$ cat config.mk
export PLATFORM = sky130hd
export DESIGN_NAME = uart_mem_loader
export DESIGN_NICKNAME = d
export VERILOG_FILES = /design/src/rtl/uart_mem_loader.sv
export SDC_FILE = /design/constraint.sdc
export NUM_CORES = 1
export LEC_CHECK = 0
export ABC_AREA = 1
export CORE_MARGIN = 2
export CORE_UTILIZATION = 50
export CTS_CLUSTER_SIZE = 40
export DETAILED_ROUTE_END_ITERATION = 12
export PLACE_DENSITY = 0.81
export SLEW_MARGIN = 5
export SYNTH_ARGS = -nofsm -noshare
export SYNTH_HDL_FRONTEND = slang
export SYNTH_SLANG_ARGS = --single-unit
export TNS_END_PERCENT = 100
$ cat constraint.sdc
create_clock -name clk -period 2.55 [get_ports clk]
set_input_delay 0.51 -clock clk [delete_from_list [all_inputs] [get_ports clk]]
set_output_delay 0.51 -clock clk [all_outputs]
set_load 0.05 [all_outputs]
$ cat src/rtl/uart_mem_loader.sv
// Byte-stream memory loader/dumper: packs incoming UART bytes into 32-bit little-endian
// words and writes them to memory, or reads words back out as a byte stream.
module uart_mem_loader #(
    parameter int ADDR_W = 10,
    parameter int LEN_W  = 11
) (
    input  logic              clk,
    input  logic              reset,
    input  logic [7:0]        s_data,
    input  logic              s_valid,
    input  logic              s_last,
    output logic              s_ready,
    input  logic [ADDR_W-1:0] start_addr,
    input  logic              load_start,
    input  logic              dump_start,
    input  logic [LEN_W-1:0]  dump_len,
    output logic [ADDR_W-1:0] address,
    output logic [3:0]        byteenable,
    output logic              chipselect,
    output logic              write,
    output logic [31:0]       writedata,
    input  logic [31:0]       readdata,
    output logic [7:0]        m_data,
    output logic              m_valid,
    input  logic              m_ready,
    output logic              busy,
    output logic              done,
    output logic [LEN_W-1:0]  word_count,
    output logic              overflow
);

    typedef enum logic [2:0] {
        IDLE    = 3'd0,
        LOAD    = 3'd1,
        WRITE   = 3'd2,
        RD      = 3'd3,
        RD_WAIT = 3'd4,
        TX      = 3'd5
    } state_t;

    localparam logic [LEN_W-1:0] WC_MAX = LEN_W'(2 ** ADDR_W);

    state_t            state, state_next;
    logic [ADDR_W-1:0] ptr;
    // Byte index within the current word; in WRITE it holds the number of filled lanes.
    logic [2:0]        lane;
    logic              last_seen;
    logic [31:0]       wbuf;
    logic [31:0]       rbuf;
    logic [LEN_W-1:0]  remain;
    logic [LEN_W-1:0]  wc;
    logic              ovf;
    logic              done_r;

    logic s_fire;
    logic m_fire;
    logic word_end;

    assign s_fire   = (state == LOAD) && s_valid;
    assign m_fire   = (state == TX) && m_ready;
    assign word_end = (lane == 3'd3) || s_last;

    always_ff @(posedge clk) begin
        if (reset) begin
            state <= IDLE;
        end else begin
            state <= state_next;
        end
    end

    always_comb begin
        state_next = state;
        s_ready    = 1'b0;
        chipselect = 1'b0;
        write      = 1'b0;
        byteenable = 4'b0000;
        m_valid    = 1'b0;
        m_data     = 8'h00;
        case (state)
            IDLE: begin
                if (load_start) begin
                    state_next = LOAD;
                end else if (dump_start && (dump_len != '0)) begin
                    state_next = RD;
                end
            end
            LOAD: begin
                s_ready = 1'b1;
                if (s_fire && word_end) begin
                    state_next = WRITE;
                end
            end
            WRITE: begin
                chipselect = 1'b1;
                write      = 1'b1;
                case (lane)
                    3'd1:    byteenable = 4'b0001;
                    3'd2:    byteenable = 4'b0011;
                    3'd3:    byteenable = 4'b0111;
                    default: byteenable = 4'b1111;
                endcase
                state_next = last_seen ? IDLE : LOAD;
            end
            RD: begin
                chipselect = 1'b1;
                byteenable = 4'b1111;
                state_next = RD_WAIT;
            end
            RD_WAIT: begin
                state_next = TX;
            end
            TX: begin
                m_valid = 1'b1;
                m_data  = rbuf[{lane[1:0], 3'b000} +: 8];
                if (m_fire && (lane == 3'd3)) begin
                    state_next = (remain == '0) ? IDLE : RD;
                end
            end
            default: begin
                state_next = IDLE;
            end
        endcase
    end

    always_ff @(posedge clk) begin
        if (reset) begin
            ptr       <= '0;
            lane      <= '0;
            last_seen <= 1'b0;
            wbuf      <= '0;
            rbuf      <= '0;
            remain    <= '0;
            wc        <= '0;
            ovf       <= 1'b0;
            done_r    <= 1'b0;
        end else begin
            done_r <= 1'b0;
            case (state)
                IDLE: begin
                    if (load_start) begin
                        ptr       <= start_addr;
                        lane      <= '0;
                        wc        <= '0;
                        ovf       <= 1'b0;
                        wbuf      <= '0;
                        last_seen <= 1'b0;
                    end else if (dump_start) begin
                        if (dump_len == '0) begin
                            done_r <= 1'b1;
                        end else begin
                            ptr    <= start_addr;
                            remain <= dump_len;
                        end
                    end
                end
                LOAD: begin
                    if (s_fire) begin
                        wbuf[{lane[1:0], 3'b000} +: 8] <= s_data;
                        lane      <= lane + 3'd1;
                        last_seen <= s_last;
                    end
                end
                WRITE: begin
                    ptr  <= ptr + 1'b1;
                    lane <= '0;
                    // Cleared so a short final word has zeroed upper lanes.
                    wbuf <= '0;
                    if (ptr == '1) begin
                        ovf <= 1'b1;
                    end
                    if (wc != WC_MAX) begin
                        wc <= wc + 1'b1;
                    end
                    if (last_seen) begin
                        done_r <= 1'b1;
                    end
                end
                RD_WAIT: begin
                    rbuf   <= readdata;
                    ptr    <= ptr + 1'b1;
                    remain <= remain - 1'b1;
                    lane   <= '0;
                end
                TX: begin
                    if (m_fire) begin
                        if (lane == 3'd3) begin
                            if (remain == '0) begin
                                done_r <= 1'b1;
                            end
                        end else begin
                            lane <= lane + 3'd1;
                        end
                    end
                end
                default: begin
                end
            endcase
        end
    end

    assign address    = ptr;
    assign writedata  = wbuf;
    assign busy       = (state != IDLE);
    assign done       = done_r;
    assign word_count = wc;
    assign overflow   = ovf;

endmodule
# After elaboration in Yosys (flattened, before gate mapping)
# Index checks and enable logic that the tools add are counted.
dict set report word_totals {
  regBits 105
  latchBits 0
  ramBits 0
  rom_bits 0
  out_inout_bits 72
  elab_cells 116
  memories 0
}
dict set report classes {
  add_sub_neg 5
  multipliers 0
  n_div 0
  order_cmp 0
  n_eq_ne 24
  shift 3
  mux 47
  n_bitwise 0
  n_reduce_logical 27
}
# op count
set op_table {}
lappend op_table {{$pmux W32 S3} 1}
lappend op_table {{$mux W32} 2}
lappend op_table {{$mux W11} 5}
lappend op_table {{$pmux W11 S2} 2}
lappend op_table {{$bwmux W32} 1}
lappend op_table {{$shift A8 B7 Y32 const A} 1}
lappend op_table {{$shiftx A32 B6 Y8} 1}
lappend op_table {{$shiftx A8 B7 Y32} 1}
lappend op_table {{$mux W10} 3}
lappend op_table {{$mux W3} 8}
lappend op_table {{$logic_not A11 Y1} 2}
lappend op_table {{$pmux W10 S2} 1}
lappend op_table {{$ne A2 B2 Y1 const B} 9}
lappend op_table {{$pmux W3 S6} 1}
lappend op_table {{$reduce_and A3 Y1} 6}
lappend op_table {{$mux W1} 15}
lappend op_table {{$eq A3 B2 Y1 const B} 4}
lappend op_table {{$pmux W3 S4} 1}
lappend op_table {{$pmux W4 S3} 1}
lappend op_table {{$add A11 B1 Y11 const B} 1}
lappend op_table {{$ne A11 B11 Y1 const B} 1}
lappend op_table {{$reduce_bool A11 Y1} 1}
lappend op_table {{$sub A11 B1 Y11 const B} 1}
lappend op_table {{$add A10 B1 Y10 const B} 1}
lappend op_table {{21 further kinds} 36}

# Logic depth before layout (Yosys ltp)
dict set report depth {
  ltp_word 5
  ltp_mapped 12
  mapped_depth_nobuf 11
}

# Least setup slack after synthesis
# Ideal clock, no wire load.
dict set report synth_path {
  path_kind {register to output}
  start {reg state[1]}
  end {out m_data[0]}
  t_arrival_ns 2.315
  required_time_ns 2.040
  path_slack_ns -0.275
  path_stages_with_launch 6
  n_path_buf 0
  cell_sequence {dfxtp_1 inv_2 nand2_4 nor2_1 inv_2 a21oi_1}
}
dict set report synth_via {
  elab_chain_len 2
}
# element line_no
set synth_rtl {}
lappend synth_rtl {{start: declaration} 43} ;# state_t state, state_next;
lappend synth_rtl {{start signal: assignment} 67} ;# state <= state_next;
lappend synth_rtl {{$eq A3 B3 Y1} 79} ;# case (state)
lappend synth_rtl {{$mux W8} 79}
lappend synth_rtl {{end: declaration} 23} ;# output logic [7:0] m_data,
# No other way between the ends.

# Worst setup path in the final report
dict set report layout_path {
  start {reg state[2]}
  end {out m_data[7]}
}
# Same word-level chain as after synthesis.

==> results by group <==
Outcome
  • Status: completed

Floorplanning
  • Num rows: 38
  • Chip height: 110 µm
  • Initial core utilization: 51.5%
  • Die ar.: 12100 µm²
  • Die width: 110 µm
  • Total I/O pin count: 140
  • Core area: 10900 µm²

Worst setup path
  • CP Buf/Inv Count: 3
  • Crit. End Element: primary output
  • Reg-to-reg startpoint: lane[1]
  • CP delay by family, top: buffers and inverters
  • Crit-path cells: inv_2, nor2_1, inv_2, a21oi_1, buf_4
  • Crit path launch type: register
  • R2R Path End: writedata[19]
  • Crit-path max cell delay: 470 ps
  • Critical path's most frequent cell: inv_2
  • Critical-path top delay cell: dfxtp_2
  • Crit path DAT: 1890 ps
  • FF-to-FF path depth: 8
  • WP data required: 2040 ps
  • Max FO, Critical Path: 10
  • Kind of critical path: register to primary output
  • R2r setup slk: 580 ps

Clock network
  • Worst-Skew Late Latency: 370 ps
  • Clock tree sinks: 105
  • H-tree depth: 3
  • CTS Hold Bufs: 0
  • CTS tree: done
  • Post-CTS Setup Bufs: 0
  • Root buffer selected by CTS: clkbuf_8
  • TritonCTS buffer count: 9
  • Clk slew on worst S/H paths: 110 ps
  • Clock Path Buffers: 2

Cells and area
  • Area of the multi-input gates: 3080 µm²
  • Area Growth Syn to Fin: 31.1%
  • Antenna diodes: 0
  • Layout cells sized above 1: 7.57%
  • Sequential cell area: 2100 µm²
  • # nets final: 1080
  • Filler cells: 1011

GRT
  • First-pass GRT wire length: 23800 µm
  • Largest net degree at the start of global routing: 34
  • Initial antenna violation count: 0
  • Total Routing Usage GR: 24.7%
  • Total grt overflow: 0
  • Vias in the first global route: 5103

Pwr
  • Sequential share of power: 31.1%
  • Combinational Power Share: 53.6%
  • Net Sw Frac: 48.3%
  • Pleak: 3.09 nW
  • Power share of the clock group: 15.3%
  • Cell Int Power: 3.70 mW
  • Net Switching: 3.46 mW
  • Cell Pwr Density: 973 nW/µm²
  • Worst vdd ir: 631 µV

Route
  • DR WL met2: 6820 µm
  • WL met1: 6890 µm
  • Final WL: 14900 µm
  • DR pass1 iterations: 5
  • 1st-iter DRT viols: 319
  • Routed wire per std cell: 13.0 µm
  • Vias post-DR: 5891
  • Top Layer Used: met4
  • Vias per cell: 5.15
  • Final antenna-violating net count: 0
  • Residual DRC count: 0
  • WL met3: 1090 µm

STA
  • Slew @ Worst Pin: 534 ps
  • Endpoints failing hold: 0
  • Max Clk Rate: 416 MHz
  • RSZ-0062 raised after global routing: no
  • Clk_skew: 15.2 ps
  • Final worst-path cycle share: 94.2%
  • Final min period: 2400 ps
  • Pins Over Slew Limit: 0
  • Final setup violating endpoints: 0
  • TNS Setup: 0 ps
  • Max-slew headroom at the worst pin: 64.4%
  • Final Worst Setup Slack: 148 ps

Yosys
  • Synth Area in Adders: 2.90%
  • XOR/XNOR Fraction of Synth Area: 0.312%
  • Post-synthesis cell area: 5610 µm²
  • Number of synthesized flops with an enable pin: 0
  • Post-Syn Area per Cell: 6.48 µm²
  • FFs w/ async S/R, synth: 0%
  • Syn Nets: 947
  • Synth Warn #: 0
  • Top cells by area, synth: dfxtp_1, nor2_1, nand2_1
  • Post-synthesis cell type count: 38
  • Synth Register Bits: 105
  • Cell count after synthesis: 866
  • Mux share of post-synthesis cell area: 0%
  • Synth Area in Compound Gates: 14.8%
  • Cell taking the most area after synthesis: dfxtp_1
  • Main combinational cell family by area after synthesis: simple AND/OR/NAND/NOR gates
  • Seq/Total Area, Yosys: 37.5%
  • Primary FF master, synth: dfxtp_1
  • Area share of the largest cell type after synthesis: 37.5%
  • Post-Synth Simple-Gate Area: 36.9%

Placed design
  • Placement Setup Slack: 238 ps
  • Global placement routability congestion: 0.874
  • Dpl hpwl: 11300 µm
  • I/O Buffers: 139

Worst hold path
  • Hold Path Sink: writedata[29]
  • Hold Crit Class: register to register
  • HP Start: writedata[29]
  • Hold Path Cell Cnt: 2

Job
  • Max_cap viols: 0
[cells by family after synthesis]
family                     Yosys count
AOI/OAI and AO/OA                  154
xor gates and xnor gates             2
adders and majority gates           13
buffers and inverters              105
DFF                                105
and+or+nand+nor                    487
[synth_stat cells (2+ instances only)]
cell type  instances
a31oi_1            4
clkbuf_1          22
buf_2              4
nand3_1           44
nand2_1          155
nor3_1            19
nand3b_1           3
nand2_2            7
o21ai_0           97
clkinv_1           2
clkinv_2           2
buf_6              2
nor2_2             2
inv_1             64
o21ai_4            2
a21oi_2            2
o21ai_1            2
nor2_4             2
inv_2              6
xor2_1             2
a21oi_1           41
buf_4              3
nor2_1           227
nand4_1           20
ha_1              13
nand2_4            3
dfxtp_1          105
[cell usage in the layout (no fill, tap or decap), drive strengths merged, types with 9 or more instances in the layout]
cell type	instances
nor2	232
nand2	165
clkdlybuf4s50	122
dfxtp	105
o21ai	102
inv	73
nand3	44
a21oi	44
buf	27
nand4	20
nor3	20
ha	13
clkbuf	9
[per-stage QoR]
stage	instances	instance area (µm²)	hold slack, ps	utilization (%)	power (mW)
after floorplan	866	5610	450	-	4.97
final	1144	7360	471	67.6	7.16
after global routing	1144	7360	500	67.6	7.64
after detailed placement	1128	7140	459	65.6	6.09
after global placement	1128	7140	455	65.6	6.05
after CTS	1144	7350	474	67.5	7.18
[worst max path at each step]
| stage | startpoint | to | slack [ps] | depth (start not counted) |
|---|---|---|---|---|
| 2_1_floorplan | state[1] | m_data[0] | -280 | 5 |
| 3_3_place_gp | dump_len[9] | remain[5] | 230 | 8 |
| 3_5_place_dp | dump_len[9] | remain[5] | 240 | 8 |
| 4_1_cts | state[0] | s_ready | 9 | 3 |
| 5_1_grt | state[2] | m_data[7] | 30 | 5 |
| 6_report | state[2] | m_data[7] | 150 | 5 |
[flip-flops by register name (all words and copies together), names as in the netlist]
| name | count |
|---|---|
| state | 3 |
| address | 10 |
| last_seen | 1 |
| writedata | 32 |
| done | 1 |
| word_count | 11 |
| remain | 11 |
| overflow | 1 |
| lane | 3 |
| rbuf | 32 |
[worst reg2reg max path, stage by stage (launching register included)]
cell and delay [ps]:
dfxtp_1 430, clkinv_1 120, ha_1 410, inv_1 90, nor2_1 90, nand4_1 280
o21ai_0 320, nand2_1 100, nor2_1 80
[layout make-up]
| class | instances | share of cell area (%) |
|---|---|---|
| clock inverter | 7 | 1.19 |
| multi-input combinational | 656 | 41.9 |
| clock buffer | 9 | 1.68 |
| inverter | 74 | 3.81 |
| tap | 140 | 2.38 |
| sequential | 105 | 28.6 |
| timing repair buffer | 153 | 20.5 |
[routing by layer]
| metal | vias to the layer above | track usage [%] |
|---|---|---|
| met5 | - | 0 |
| met4 | 0 | 6.24 |
| li1 | 3064 | - |
| met3 | 11 | 4.03 |
| met2 | 211 | 38.5 |
| met1 | 2605 | 35.5 |
[power groups by stage]
stage / registers, mW / logic, mW / clock network, mW
final: 2.23 / 3.84 / 1.10
after global routing: 2.27 / 4.20 / 1.18
after CTS: 2.23 / 3.84 / 1.12
after detailed placement: 2.27 / 3.83 / 0
after global placement: 2.26 / 3.79 / 0
after floorplan: 3.02 / 1.95 / 0
[timing repair]
item / 4_1_cts / 5_1_grt
endpoints found under the setup margin: 1 / 11
gates cloned: 0 / 0
resized for setup: 1 / 4
No activity file was read; power rests on OpenSTA's default activity.
